[config.mk]
export PLATFORM = sky130hd
export DESIGN_NAME = pixel_histogram_unit_flat
export DESIGN_NICKNAME = d
export VERILOG_FILES = /design/src/rtl/pixel_histogram_unit_if.sv /design/src/rtl/pixel_histogram_unit.sv /design/src/flat_wrapper.sv
export SDC_FILE = /design/constraint.sdc
export NUM_CORES = 2
export LEC_CHECK = 0
export ABC_AREA = 1
export CELL_PAD_IN_SITES_DETAIL_PLACEMENT = 1
export CELL_PAD_IN_SITES_GLOBAL_PLACEMENT = 1
export CORE_ASPECT_RATIO = 1.2
export CORE_UTILIZATION = 30
export DETAILED_ROUTE_END_ITERATION = 10
export GPL_TIMING_DRIVEN = 0
export PLACE_DENSITY = 0.67
export RECOVER_POWER = 50
export SETUP_SLACK_MARGIN = 0.05
export SLEW_MARGIN = 20
export SYNTH_ARGS = -nofsm -noshare
export SYNTH_HDL_FRONTEND = slang
export SYNTH_SLANG_ARGS = --single-unit
[constraint.sdc]
create_clock -name Clock -period 2.2 [get_ports Clock]
set_clock_uncertainty 0.15 [all_clocks]
set_input_delay 0.33 -clock Clock [delete_from_list [all_inputs] [get_ports Clock]]
set_output_delay 0.33 -clock Clock [all_outputs]
set_load 0.02 [all_outputs]
[src/rtl/pixel_histogram_unit_if.sv]
// Avalon-MM slave bus for the pixel histogram unit: word address, registered read data.
interface pixel_histogram_unit_if;
   logic [4:0]  address;
   logic        chipselect;
   logic        read;
   logic        write;
   logic [31:0] writedata;
   logic [31:0] readdata;

   modport master (output address, chipselect, read, write, writedata, input readdata);
   modport slave  (input address, chipselect, read, write, writedata, output readdata);
endinterface

[src/rtl/pixel_histogram_unit.sv]
// Double-banked 16-bin luma histogram with an Avalon-MM register window.
// Optional HIST_IRQ_EN adds a registered, maskable "frame ready" interrupt.
module pixel_histogram_unit (
   input  logic                    Clock,
   input  logic                    Resetn,
   input  logic                    Enable,
   input  logic                    Frame_start,
   input  logic                    Pixel_valid,
   input  logic [7:0]              R_in,
   input  logic [7:0]              G_in,
   input  logic [7:0]              B_in,
   pixel_histogram_unit_if.slave   bus,
   output logic                    irq
);
   typedef enum logic [1:0] {IDLE = 2'd0, ARM = 2'd1, RUN = 2'd2} state_t;

   localparam logic [19:0] CNT_MAX = 20'hFFFFF;

   state_t      state_q, state_d;
   logic        bank_sel;
   logic        s1_vld, s1_tag;
   logic [3:0]  s1_bin;
   logic        ready;
   logic [15:0] frame_cnt;
   logic        acc_en, irq_en;
   logic [19:0] cnt [2][16];

   logic        flush, arm_start, swap, accept, tag, clr_en;
   logic        wr_en, rd_en, ready_clr;
   logic [9:0]  y10;
   logic [31:0] rd_mux;
   logic        unused_bits;

   assign y10 = {2'b0, R_in} + {1'b0, G_in, 1'b0} + {2'b0, B_in};
   assign unused_bits = ^{bus.writedata[31:1], y10[5:0]};

   assign flush     = !Enable || !acc_en;
   assign arm_start = !flush && (state_q == ARM) && Frame_start;
   assign swap      = !flush && (state_q == RUN) && Frame_start;
   assign accept    = !flush && Pixel_valid && ((state_q == RUN) || arm_start);
   // The bank a new pixel belongs to is the one that is ACTIVE after this edge.
   assign tag       = swap ? ~bank_sel : bank_sel;
   assign clr_en    = arm_start || swap;

   assign wr_en     = bus.chipselect && bus.write;
   assign rd_en     = bus.chipselect && bus.read;
   assign ready_clr = wr_en && (bus.address == 5'd16) && bus.writedata[0];

   always_comb begin
      state_d = state_q;
      if (flush) state_d = IDLE;
      else begin
         case (state_q)
            IDLE:    state_d = ARM;
            ARM:     if (Frame_start) state_d = RUN;
            RUN:     state_d = RUN;
            default: state_d = IDLE;
         endcase
      end
   end

   always_ff @(posedge Clock or negedge Resetn) begin
      if (!Resetn) begin
         state_q   <= IDLE;
         bank_sel  <= 1'b0;
         s1_vld    <= 1'b0;
         s1_tag    <= 1'b0;
         s1_bin    <= 4'd0;
         ready     <= 1'b0;
         frame_cnt <= 16'd0;
         acc_en    <= 1'b0;
      end else begin
         state_q <= state_d;
         s1_vld  <= accept;
         s1_tag  <= tag;
         s1_bin  <= y10[9:6];
         if (swap) begin
            bank_sel  <= ~bank_sel;
            frame_cnt <= frame_cnt + 16'd1;
         end
         // A swap in the same cycle as a software clear wins.
         if (swap)           ready <= 1'b1;
         else if (ready_clr) ready <= 1'b0;
         if (wr_en && bus.address == 5'd18) acc_en <= bus.writedata[0];
      end
   end

   for (genvar b = 0; b < 2; b++) begin : g_bank
      for (genvar i = 0; i < 16; i++) begin : g_bin
         always_ff @(posedge Clock or negedge Resetn) begin
            if (!Resetn)
               cnt[b][i] <= 20'd0;
            else if (clr_en && tag == 1'(b))
               cnt[b][i] <= 20'd0;
            else if (s1_vld && !flush && s1_tag == 1'(b) && s1_bin == 4'(i) && cnt[b][i] != CNT_MAX)
               cnt[b][i] <= cnt[b][i] + 20'd1;
         end
      end
   end

`ifdef HIST_IRQ_EN
   always_ff @(posedge Clock or negedge Resetn) begin
      if (!Resetn) begin
         irq_en <= 1'b0;
         irq    <= 1'b0;
      end else begin
         if (wr_en && bus.address == 5'd18) irq_en <= bus.writedata[1];
         irq <= ready && irq_en;
      end
   end
`else
   assign irq_en = 1'b0;
   assign irq    = 1'b0;
`endif

   always_comb begin
      rd_mux = 32'd0;
      case (bus.address)
         5'd16:   rd_mux = {28'd0, state_q, 1'b0, ready};
         5'd17:   rd_mux = {16'd0, frame_cnt};
         5'd18:   rd_mux = {30'd0, irq_en, acc_en};
         default: if (!bus.address[4]) rd_mux = {12'd0, cnt[~bank_sel][bus.address[3:0]]};
      endcase
   end

   always_ff @(posedge Clock or negedge Resetn) begin
      if (!Resetn)    bus.readdata <= 32'd0;
      else if (rd_en) bus.readdata <= rd_mux;
   end
endmodule
[src/flat_wrapper.sv]
// flat-port wrapper written by rule: the top's interface ports become plain ports
module pixel_histogram_unit_flat 
  (Clock, Resetn, Enable, Frame_start, Pixel_valid, R_in, G_in, B_in, irq, bus_address, bus_chipselect, bus_read, bus_write, bus_writedata, bus_readdata);
  pixel_histogram_unit_if bus_i ();
  input  logic Clock;
  input  logic Resetn;
  input  logic Enable;
  input  logic Frame_start;
  input  logic Pixel_valid;
  input  logic [7:0] R_in;
  input  logic [7:0] G_in;
  input  logic [7:0] B_in;
  output logic irq;
  input wire logic [$bits(bus_i.address)-1:0] bus_address;
  input wire logic [$bits(bus_i.chipselect)-1:0] bus_chipselect;
  input wire logic [$bits(bus_i.read)-1:0] bus_read;
  input wire logic [$bits(bus_i.write)-1:0] bus_write;
  input wire logic [$bits(bus_i.writedata)-1:0] bus_writedata;
  output wire logic [$bits(bus_i.readdata)-1:0] bus_readdata;
  assign bus_i.address = bus_address;
  assign bus_i.chipselect = bus_chipselect;
  assign bus_i.read = bus_read;
  assign bus_i.write = bus_write;
  assign bus_i.writedata = bus_writedata;
  assign bus_readdata = bus_i.readdata;
  pixel_histogram_unit u_core (.Clock(Clock), .Resetn(Resetn), .Enable(Enable), .Frame_start(Frame_start), .Pixel_valid(Pixel_valid), .R_in(R_in), .G_in(G_in), .B_in(B_in), .bus(bus_i), .irq(irq));
endmodule
==> impl_metrics.csv <==
group,metric,value,unit
power,swShare,0.303,
power,combinationalPowerShare,0.129,
floorplanning,coreArea,0.167,mm2
clock_network,cts-root-buf,"clkbuf_16",
floorplanning,die_area,0.170,mm2
timing,finalCritPeriodShare,1.19,
synth,ys_ff_latch,686,
synth,syn_inst,8041,
clock_network,clock_latency,0.78,ns
timing,worst_pin_slew,1.31,ns
setup_path,path_max_fanout,10,
placement,placed_cell_area,0.0543,mm2
clock_network,htreeDepth,3,
job,max_cap_violations,0,
synth,synth_ff_type,"dfrtp_1",
run_status,status,"complete, but fails checks",
global_routing,grt_usage,0.305,
setup_path,startpoint,"u_core.bank_sel",
min_path,min_from,"G_in[7]",
timing,rsz0062_at_grt,"true",
power,p_leak,31.9,nW
setup_path,crit_type,"register to register",
floorplanning,die_h,451,um
synth,avgSynthCellArea,6.28,um2
floorplanning,placementRows,164,
setup_path,worstPathArrival,3.15,ns
setup_path,endpoint_kind,"register",
synth,syn_area,0.0505,mm2
min_path,hp-class,"input port to register",
setup_path,cp.required,2.73,ns
timing,setup_slack,-0.423,ns
detailed_routing,dr_wl_met3,20800,um
global_routing,antenna_found_initial,19,
placement,place.gp.congestion,0.996,
synth,synth-async-reset-ratio,1.00,
detailed_routing,drtIter0Drc,4657,
detailed_routing,wl_met1,107000,um
power,p_switching,10.6,mW
clock_network,cts_buffer_depth,3,
setup_path,rrSetupSlack,-0.42,ns
clock_network,cts.sinks,686,
detailed_routing,route.met2.wl,130000,um
detailed_routing,ant_nets,0,
timing,max_slew_margin,0.129,
detailed_routing,vias,58563,
cells_and_area,synthToLayoutAreaGrowth,33.1,%
synth,yosysUniqueCellTypes,44,
cells_and_area,postLayoutCellArea,0.0672,mm2
setup_path,r2r-start,"u_core.bank_sel",
floorplanning,die_w,377,um
synth,ys_warn_count,0,
cells_and_area,fin_nets,8566,
global_routing,grt_pass1_wl,387000,um
power,intPower,24.3,mW
clock_network,cts.reportedPaths.clkPinSlew,0.06,ns
cells_and_area,drive_gt1_frac,0.176,
power,pwr-share-seq,0.387,
placement,pre_cts_ws,-2.17,ns
power,vdd_drop_max,526,uV
timing,slew_viol_final,0,
clock_network,cts_tree,"done",
detailed_routing,viasPerCell,5.44,
timing,setup_viol,745,
floorplanning,initial_core_util,0.303,
timing,max_freq,381,MHz
clock_network,postCtsHoldBufs,7,
timing,tns,-151.15,ns
setup_path,start_kind,"register",
detailed_routing,routed_wl,282000,um
timing,hold_ws,0.211,ns
global_routing,grt_pass1_vias,58988,
detailed_routing,top_layer,"met5",
cells_and_area,final_core_util,0.403,
placement,numPortBuffers,55,
floorplanning,io_pins,102,
detailed_routing,avgRoutedWirePerCell,26.1,um
placement,dpl.hpwl,196000,um
synth,yosysSeqAreaShare,0.340,
power,clkPwrFrac,0.484,
run_status,violations,"setup timing",
timing,min_period,2.62,ns
timing,hold_violations,0,
detailed_routing,first_pass_iters,8,
power,pwr_density_cell,519,mW/mm2
clock_network,cts-buffers-inserted,92,
detailed_routing,drc,0,
synth,synth_edf_count,0,
global_routing,grt_max_degree,85,
global_routing,grt.overflow.total,0,
[cell families (layout without fill, tap and decap cells)]
logic type,after synthesis,in the layout,synth area share
AOI/OAI and AO/OA,428,428,0.0444
buffers and inverters,1191,1661,0.0970
adders and majority gates,50,50,0.0134
DFF,686,686,0.340
xor gates and xnor gates,348,348,0.0607
other,1,23,0.0000743
muxes,3,3,0.000595
and+or+nand+nor,5334,5334,0.444
[power by group through the flow]
stage	combinational (mW)	clock, mW	sequential [mW]
after global routing	4.83	17.6	13.5
after global placement	3.53	0	13.7
final	4.50	16.9	13.5
after CTS	4.11	17.1	13.4
after detailed placement	3.76	0	13.7
after floorplan	2.13	0	13.5
[routing by layer]
metal | up-vias | track usage
met5 | - | 0
met4 | 18 | 0.210
met3 | 860 | 0.0542
met2 | 2208 | 0.506
met1 | 29067 | 0.359
li1 | 26410 | -
[per-stage QoR]
stage,cells,total power [mW]
2_1_floorplan,8053,15.6
3_3_place_gp,10349,17.2
3_5_place_dp,10359,17.4
4_1_cts,10649,34.7
5_1_grt,10766,35.9
6_report,10774,34.8
[cell type report]
type,count,area (um2)
plain buffers,304,3840
clock buffers,126,2650
repair inverters,2,13.8
clock inverters,44,599
repair buffers,303,4680
multi-input cells,6176,31900
flip-flops and latches,686,17200
well taps,2241,2800
diodes,10,25.0
fillers,20972,99600
inverters,882,3440
[synthesized netlist by cell type, types with 2 or more instances]
library cell,instances,share of area
dfrtp_1,686,0.34
nor3_2,7,0.0014
or2_2,2,0.00025
inv_2,21,0.0016
nor2_1,759,0.056
nand2_2,9,0.0011
clkbuf_1,107,0.0080
o21ai_1,91,0.0090
nand3b_1,7,0.0010
fa_1,7,0.0028
nand3_1,929,0.092
a21oi_1,41,0.0041
xor2_1,332,0.058
o22ai_1,2,0.00025
a21boi_1,2,0.00030
xnor2_1,15,0.0026
nand4_1,292,0.036
o211ai_1,31,0.0046
a21oi_2,2,0.00035
nand2_1,3055,0.23
nor3_1,264,0.026
inv_1,852,0.063
buf_4,25,0.0037
nor2_8,2,0.00079
o21ai_0,256,0.025
ha_1,43,0.011
buf_1,31,0.0023
buf_6,24,0.0054
buf_2,122,0.012
mux2i_1,3,0.00059
clkinv_1,9,0.00067
[path summary, 6_finish.rpt]
path	depth (start not counted)	to
hold reg to reg	2	u_core.cnt[313]
min in group asynchronous	6	u_core.cnt[192]
max in group asynchronous	10	u_core.cnt[400]
setup reg to reg	16	u_core.bus.readdata[9]
hold / removal	4	u_core.s1_bin[3]
setup / recovery	16	u_core.bus.readdata[9]
[state kept, by name, indices dropped and copies added, names as in the netlist]
name                 cells
u_core.acc_en            1
u_core.ready             1
u_core.bank_sel          1
u_core.s1_vld            1
u_core.state_q           2
u_core.s1_bin            4
u_core.frame_cnt        16
u_core.cnt             640
u_core.bus.readdata     20
[placed cells by master, fill, tap and decap left out, drive strengths merged, types with 2 or more instances in the layout]
cell type	Yosys	final
a21boi	3	3
a21oi	43	43
buf	202	395
bufinv	0	13
clkbuf	107	280
clkdlybuf4s25	0	3
clkdlybuf4s50	0	54
clkinv	9	27
clkinvlp	0	9
conb	1	13
dfrtp	686	686
diode	0	10
fa	7	7
ha	43	43
inv	873	879
mux2i	3	3
nand2	3065	3065
nand3	930	930
nand3b	7	7
nand4	292	292
nor2	763	763
nor3	271	271
o211ai	31	31
o21ai	347	347
o22ai	2	2
or2	2	2
xnor2	15	15
xor2	333	333
[what timing repair did]
item / CTS / global route
pin swaps: 147 / 214
cloned: 32 / 63
gates resized for setup: 1041 / 849
setup buffers: 82 / 65
endpoints found under the hold margin: 253 / 172
endpoints found under the setup margin: 749 / 769
[critical path, cell delays in order, from the launching register on]
cell     delay, ns
dfrtp_2       0.43
inv_4         0.06
buf_12        0.15
buf_4         0.15
buf_12        0.12
buf_4         0.17
nand2_1       0.16
nand3_1       0.09
nand2_1       0.11
nand2_1       0.06
nand2_1       0.18
nand2_1       0.12
nand2_1       0.16
inv_1         0.07
nand2_1       0.11
nand2_4       0.11
nand2_1       0.09
(Power assumes the default switching activity.)
